### config.mk
export PLATFORM = sky130hd
export DESIGN_NAME = fta_io_slave32
export DESIGN_NICKNAME = d
export VERILOG_FILES = /design/src/rtl/fta_bus_pkg.sv /design/src/rtl/fta_addr_decode.sv /design/src/rtl/fta_io_slave32.sv
export SDC_FILE = /design/constraint.sdc
export NUM_CORES = 1
export LEC_CHECK = 0
export CORE_ASPECT_RATIO = 1.4
export CORE_MARGIN = 2
export CORE_UTILIZATION = 47
export CTS_BUF_LIST = sky130_fd_sc_hd__clkbuf_16
export DETAILED_ROUTE_END_ITERATION = 16
export GPL_TIMING_DRIVEN = 0
export PLACE_DENSITY = 0.88
export SYNTH_ARGS = -nofsm -noshare
export SYNTH_HDL_FRONTEND = slang
export SYNTH_SLANG_ARGS = --single-unit
### constraint.sdc
create_clock -name clk_i -period 4.04 [get_ports clk_i]
set_clock_uncertainty 0.1 [all_clocks]
set_input_delay 0.606 -clock clk_i [delete_from_list [all_inputs] [get_ports clk_i]]
set_output_delay 0.606 -clock clk_i [all_outputs]
set_load 0.01 [all_outputs]
### src/rtl/fta_bus_pkg.sv
// fta_bus_pkg: 32-bit bridge command request/response channel types.
package fta_bus_pkg;

   typedef struct packed {
      logic [3:0]  cid;
      logic [7:0]  tid;
      logic        cyc;
      logic        stb;
      logic        we;
      logic [3:0]  sel;
      logic [31:0] padr;
      logic [31:0] dat;
   } fta_cmd_request32_t;

   typedef struct packed {
      logic [3:0]  cid;
      logic [7:0]  tid;
      logic        stall;
      logic        next;
      logic        ack;
      logic        rty;
      logic        err;
      logic [3:0]  pri;
      logic [31:0] adr;
      logic [31:0] dat;
   } fta_cmd_response32_t;

endpackage

### src/rtl/fta_addr_decode.sv
// fta_addr_decode: masked base-address window compare shared by bridge slaves.
module fta_addr_decode #(
   parameter logic [31:0] BASE = 32'hFEE00000,
   parameter logic [31:0] MASK = 32'hFFFF0000
) (
   input  logic [31:0] padr,
   output logic        hit
);

   assign hit = (padr & MASK) == BASE;

endmodule

### src/rtl/fta_io_slave32.sv
// fta_io_slave32: bridge-bus to simple device-port slave (IDLE/ACCESS/RESP) with one-deep retry buffer.
// Optional ACCESS timeout reported as resp.err when IO_SLAVE_TIMEOUT_EN is defined.
module fta_io_slave32
   import fta_bus_pkg::*;
#(
   parameter logic [31:0] BASE    = 32'hFEE00000,
   parameter logic [31:0] MASK    = 32'hFFFF0000,
   parameter int          TIMEOUT = 16,
   parameter logic [3:0]  PRI     = 4'd5
) (
   input  logic                clk_i,
   input  logic                rst_i,
   input  fta_cmd_request32_t  req,
   output fta_cmd_response32_t resp,
   output logic                dev_cs_o,
   output logic                dev_we_o,
   output logic [3:0]          dev_sel_o,
   output logic [31:0]         dev_adr_o,
   output logic [31:0]         dev_dat_o,
   input  logic [31:0]         dev_dat_i,
   input  logic                dev_ack_i
);

   typedef enum logic [1:0] {IDLE, ACCESS, RESP} state_t;

   state_t              state_q, state_d;
   fta_cmd_response32_t resp_d;
   logic [3:0]          cid_q, rty_cid_q;
   logic [7:0]          tid_q, rty_tid_q;
   logic [31:0]         rdat_q;
   logic                err_q, rty_pend_q;
   logic                win_hit, hit, tmo;

   fta_addr_decode #(.BASE(BASE), .MASK(MASK)) u_dec (.padr(req.padr), .hit(win_hit));

   assign hit = req.cyc & req.stb & win_hit;

`ifdef IO_SLAVE_TIMEOUT_EN
   localparam int CW = $clog2(TIMEOUT) + 1;
   logic [CW-1:0] cnt_q;
   assign tmo = cnt_q == CW'(TIMEOUT - 1);
`else
   assign tmo = 1'b0;
`endif

   always_comb begin
      state_d = (state_q == IDLE)   ? (hit ? ACCESS : IDLE)
              : (state_q == ACCESS) ? ((dev_ack_i || tmo) ? RESP : ACCESS)
              : IDLE;
      resp_d = '0;
      resp_d.stall = state_d != IDLE;
      // The completion always takes the slot; a retry colliding with it waits in rty_*_q.
      if (state_q == RESP) begin
         resp_d.cid = cid_q;
         resp_d.tid = tid_q;
         resp_d.adr = dev_adr_o;
         resp_d.dat = rdat_q;
         resp_d.pri = PRI;
         resp_d.ack = ~err_q;
         resp_d.err = err_q;
      end else if (rty_pend_q) begin
         resp_d.cid = rty_cid_q;
         resp_d.tid = rty_tid_q;
         resp_d.rty = 1'b1;
      end else if (hit && state_q != IDLE) begin
         resp_d.cid = req.cid;
         resp_d.tid = req.tid;
         resp_d.rty = 1'b1;
      end
   end

   always_ff @(posedge clk_i) begin
      if (rst_i) begin
         state_q    <= IDLE;
         resp       <= '0;
         dev_cs_o   <= 1'b0;
         dev_we_o   <= 1'b0;
         dev_sel_o  <= '0;
         dev_adr_o  <= '0;
         dev_dat_o  <= '0;
         cid_q      <= '0;
         tid_q      <= '0;
         rdat_q     <= '0;
         err_q      <= 1'b0;
         rty_pend_q <= 1'b0;
         rty_cid_q  <= '0;
         rty_tid_q  <= '0;
`ifdef IO_SLAVE_TIMEOUT_EN
         cnt_q      <= '0;
`endif
      end else begin
         state_q  <= state_d;
         resp     <= resp_d;
         dev_cs_o <= state_d == ACCESS;
         // Device-side registers double as the latched request.
         if (state_q == IDLE && hit) begin
            dev_we_o  <= req.we;
            dev_sel_o <= req.sel;
            dev_adr_o <= req.padr;
            dev_dat_o <= req.dat;
            cid_q     <= req.cid;
            tid_q     <= req.tid;
            err_q     <= 1'b0;
         end
         if (state_q == ACCESS && dev_ack_i)
            rdat_q <= dev_we_o ? '0 : dev_dat_i;
         else if (state_q == ACCESS && tmo) begin
            rdat_q <= '0;
            err_q  <= 1'b1;
         end
         rty_pend_q <= rty_pend_q ? (state_q == RESP) : (state_q == RESP && hit);
         if (!rty_pend_q && state_q == RESP && hit) begin
            rty_cid_q <= req.cid;
            rty_tid_q <= req.tid;
         end
`ifdef IO_SLAVE_TIMEOUT_EN
         cnt_q <= (state_q == ACCESS) ? cnt_q + CW'(1) : '0;
`endif
      end
   end

`ifndef SYNTHESIS
   a_rty_overflow: assert property (@(posedge clk_i) disable iff (rst_i)
      !(hit && state_q != IDLE && rty_pend_q));
`endif

endmodule

==> results.yml, run 1 <==
critical_path:
  ff2ff_setup_slack_ps: 1880
  arrival_ps: 2650
  cp_num_cells: 5
  rr_worst_depth: 5
  crit_family: "buffers and inverters"
  cpPeakStageDelay_ps: 530
  critPathLaunch: "rst_i"
  path_cells: "clkdlybuf4s50_1 > clkbuf_1 > clkbuf_1 > clkbuf_1 > a21oi_1"
  r2r-start: "state_q[1]"
  required_ps: 4280
  setup.worst_path.start_class: "input pin"
  critPathCapture: "dev_adr_o[12]"
  crit_slowest_cell: "clkdlybuf4s50_1"
  cp_max_fo: 10
  reg2reg_to: "resp[73]"
  cp-end-kind: "register"
  crit_type: "in2reg"
  crit_path_frequent_cell: "clkbuf_1"
  cp_num_buf_inv: 4
job:
  drv_cap: 0
placed_design:
  dp_hpwl_um: 15800
  place.gp.congestion: 0.845
  portBuffers: 268
clock_network:
  insertion_delay_ps: 480
  cts_htree_levels: 1
  clk_pin_slew_ps: 70
  cts_made_buffers: 19
  cts_setup_buffers: 0
  hold_buffers: 0
  clock-sinks: 209
  root_buffer: "clkbuf_16"
  cts_tree: "done"
  cts_resized: 0
  cts_buffer_depth: 3
global_route:
  grt.total_usage_pct: 25.6
  globalRouteOverflowTotal: 0
  grt_max_degree: 18
  antenna_found_initial: 0
  grt_pass1_vias: 6414
  grt_pass1_wl_um: 33200
synthesis:
  syn_area_per_cell_um2: 10.0
  synth-seq-area-share_pct: 58.2
  yosysWarnings: 0
  synth_top_area_share_pct: 58.2
  synth_seq_cells: 209
  yosys.area.top_type: "dfxtp_1"
  syn_inst: 719
  synthesis.area_um2: 7190
  ys_types: 31
  synth_area_leaders: "dfxtp_1, nand4_1, a21oi_1"
  synth_edf_count: 0
  synth_top_flop_cell: "dfxtp_1"
  async_flop_share_pct: 0
floorplan:
  rows: 53
  core_area_um2: 15000
  initial_core_util_pct: 48.0
  die_h_um: 150
  die_x_um: 109
  num_io_pins: 273
  die-area_um2: 16300
timing:
  drv_slew: 0
  hold_viol: 0
  tns_ps: 0
  fin_crit_ps: 2410
  period_share_pct: 59.6
  tightest_slew_ps: 568
  setup_viol: 0
  relSlewSlack_pct: 62.1
  rsz0062_at_grt: "false"
  fmax_mhz: 415
drt:
  drtPass1Iterations: 5
  route.detailed.drc: 0
  detailroute.via_count: 6603
  routed_wl_um: 22000
  vias_per_cell: 5.43
  drtIter0Drc: 326
  wl_per_cell_um: 18.1
  antenna_left: 0
final_layout:
  area_delta_synth_final_pct: 49.5
  layout_common_cells: "clkdlybuf4s50_1, dfxtp_1, a21oi_1"
  final_common_cell: "clkdlybuf4s50_1"
  fin_util_pct: 71.7
  drive_above_1_share_pct: 8.50
  layout.nets: 1129
  diodes: 0
power:
  max-vdd-ir-drop_v: 0.000366
  p_per_area_nw_per_um2: 378
  p_leak_nw: 3.81
outcome:
  run_status: "finished clean"
min_path:
  hp-class: "reg2reg"
## logic make-up after synthesis
group	synth area share, %
mux	1.88
flops	58.2
other cells	0.0522
compound gates	16.6
simple gates	17.3
buf+inv	6.01
## layout make-up
type	instances	area [um2]
fill	1113	4240
sequential	209	4180
timing repair buffer	268	2680
multi-input combinational	425	2580
clock buffer	19	475
buffer	76	387
tap	192	240
clock inverter	14	150
inverter	12	45.0
## worst register-to-register path: stages (launching register included)
cell and delay [ps]:
dfxtp_1 400, nor3b_2 450, clkbuf_1 410, clkbuf_1 450, nand2_1 110, o21ai_0 130
## metrics by stage
step,std cells,hold WS (ps),area [um2],power [W],setup WS [ps]
after floorplan,722,319,7200,0.00214,2110
after global placement,1182,333,10100,0.00228,1120
after detailed placement,1182,339,10100,0.00228,1100
after CTS,1215,353,10700,0.00407,1610
after global routing,1215,376,10700,0.00418,1450
final,1215,354,10700,0.00406,1630
## worst min-delay path by stage
stage	end	slack, ps	cells past startpoint	start
final	resp[11]	350	1	rdat_q[11]
after global placement	resp[82]	330	2	cid_q[1]
after CTS	resp[11]	350	1	rdat_q[11]
after global routing	resp[81]	380	2	cid_q[0]
after detailed placement	resp[11]	340	1	rdat_q[11]
after floorplan	resp[73]	320	2	tid_q[0]
## layer usage
metal | routed length (um) | up-vias | share of wire (%) | GRT usage (%)
met5 | 0 | - | 0 | 0
met4 | 714 | 0 | 3.2 | 9.49
met3 | 1970 | 51 | 9.0 | 6.88
met2 | 11400 | 321 | 52 | 47.2
met1 | 7910 | 3116 | 36 | 27.6
li1 | - | 3115 | - | -
## synth_stat cells (all sizes together), types with 2 or more instances
master / count
a21oi: 93
nor2b: 2
nor2: 2
a22o: 32
nand3: 3
nor3: 2
buf: 34
dfxtp: 209
clkbuf: 42
nand4: 77
inv: 12
nand2b: 2
nand2: 26
and2: 65
mux2: 12
o21ai: 89
nor3b: 9
## where the power goes
group | total [W] | internal (W) | switching [W] | leakage [nW]
combinational | 0.000172 | 0.000114 | 0.0000586 | 1.81
sequential | 0.00206 | 0.00206 | 0.00000000265 | 1.68
clock | 0.00183 | 0.00105 | 0.000774 | 0.313
## flip-flops by register name, indices dropped and copies added (netlist names)
name / cells
resp: 80
dev_we_o: 1
rty_cid_q: 4
state_q: 2
rty_pend_q: 1
dev_adr_o: 32
dev_dat_o: 32
rdat_q: 32
cid_q: 4
dev_sel_o: 4
dev_cs_o: 1
tid_q: 8
rty_tid_q: 8
No activity file was read; power rests on OpenSTA's default activity.
==> inputs of run 2 (changes only) <==
- CORE_UTILIZATION: 47 -> 40
- PLACE_DENSITY: 0.88 -> 0.8
- clock period: 4.04 -> 2.1 ns (I/O delays scaled with it)
==> results.yml, run 2 (synthesis gave the netlist of run 1 again) <==
min_path:
  hp-class: "in2reg"
timing:
  rsz0062_at_grt: "false"
  worst_slack_ps: 163
  drv_slew: 0
  relSlewSlack_pct: 60.7
  period_share_pct: 92.3
  tns_ps: 0
  setup_viol: 0
  fin_crit_ps: 1940
  tightest_slew_ps: 590
  fmax_mhz: 516
  hold_viol: 0
drt:
  drtIter0Drc: 374
  drtPass1Iterations: 5
  vias_per_cell: 5.19
  route.detailed.drc: 0
  detailroute.via_count: 6559
  wl_per_cell_um: 17.3
  antenna_left: 0
  routed_wl_um: 21800
clock_network:
  cts_tree: "done"
  cts_made_buffers: 20
  clock-sinks: 209
  cts_setup_buffers: 0
  cts_htree_levels: 1
  insertion_delay_ps: 490
  clk_pin_slew_ps: 60
  cts_buffer_depth: 3
  root_buffer: "clkbuf_16"
final_layout:
  fin_util_pct: 60.8
  top_register: "resp"
  drive_above_1_share_pct: 8.50
  largest_reg_flops: 80
  fillers: 1497
  layout_common_cells: "clkdlybuf4s50_1, dfxtp_1, a21oi_1"
  layout.nets: 1130
  final_common_cell: "clkdlybuf4s50_1"
  final_area_um2: 10800
  area_delta_synth_final_pct: 50.5
critical_path:
  cpPeakStageDelay_ps: 550
  cp_max_fo: 10
  crit_slowest_cell: "clkdlybuf4s50_1"
  crit_path_frequent_cell: "clkbuf_1"
  setup.worst_path.start_class: "input pin"
  path_cells: "clkdlybuf4s50_1 > clkbuf_2 > clkbuf_1 > clkbuf_1 > a21oi_1"
  cp-end-kind: "register"
  crit_family: "buffers and inverters"
  crit_type: "in2reg"
  required_ps: 2350
  ff2ff_setup_slack_ps: 170
  cp_num_buf_inv: 4
  arrival_ps: 2190
global_route:
  antenna_found_initial: 1
  grt_max_degree: 15
  grt_pass1_wl_um: 33300
  globalRouteOverflowTotal: 0
  grt_pass1_vias: 6365
  grt.total_usage_pct: 22.0
placed_design:
  pre_cts_ws_ps: -608
  dp_hpwl_um: 15800
  place_area_um2: 10200
  place.gp.congestion: 0.857
  portBuffers: 268
power:
  p_per_area_nw_per_um2: 721
  max-vdd-ir-drop_v: 0.000483
  p_total_w: 0.00780
  p_leak_nw: 3.83
job:
  drv_cap: 0
floorplan:
  die_x_um: 117
  initial_core_util_pct: 40.4
  die-area_um2: 19100
  die_h_um: 163
  rows: 58
  num_io_pins: 273
  core_area_um2: 17800
outcome:
  run_status: "finished clean"
## run 2: stage by stage
stage,hold WS (ps),std cells
floorplan,319,722
global placement,333,1230
detailed placement,337,1230
CTS,265,1263
global route,274,1263
finish,285,1264
## run 2: path summary, 6_finish.rpt
path,cells after the start,start,endpoint
setup / recovery,5,rst_i,dev_adr_o[21]
hold reg to reg,2,cid_q[0],resp[81]
hold / removal,3,req[7],dev_dat_o[7]
setup reg to reg,5,state_q[1],rty_tid_q[2]
## run 2: layout make-up
type	instances	area [um2]	share of cell area (%)
Inverter	12	45.0	0.416
Timing Repair Buffer	268	2680	24.8
Clock buffer	21	526	4.86
Clock inverter	12	103	0.949
Antenna cell	1	2.50	0.0231
Multi-Input combinational cell	425	2580	23.9
Sequential cell	209	4180	38.7
Tap cell	240	300	2.78
Buffer	76	390	3.61
## run 2: routing by layer
layer | global-route usage, % | vias up | routed length (um)
met5 | 0 | - | 13
li1 | - | 3122 | -
met2 | 39.8 | 312 | 11100
met1 | 24.5 | 3077 | 8060
met3 | 5.81 | 46 | 1980
met4 | 7.75 | 2 | 637
## run 2: worst min-delay path, cell delays in order
cell,delay (ps)
clkdlybuf4s50_1,390
nand4_1,70
a21oi_1,60
## run 2: power breakdown
| group | internal [W] | total (W) | leakage (nW) | switching [W] |
|---|---|---|---|---|
| Clock | 0.00204 | 0.00351 | 0.323 | 0.00147 |
| Combinational | 0.000219 | 0.000332 | 1.82 | 0.000113 |
| Sequential | 0.00396 | 0.00396 | 1.68 | 0.00000000468 |
| Total | 0.00622 | 0.00780 | 3.83 | 0.00158 |
## run 2: what timing repair did
| action | 4_1_cts | 5_1_grt |
|---|---|---|
| resized for setup | 2 | 2 |
| endpoints found under the setup margin | 30 | 19 |
| hold buffers | 0 | 0 |
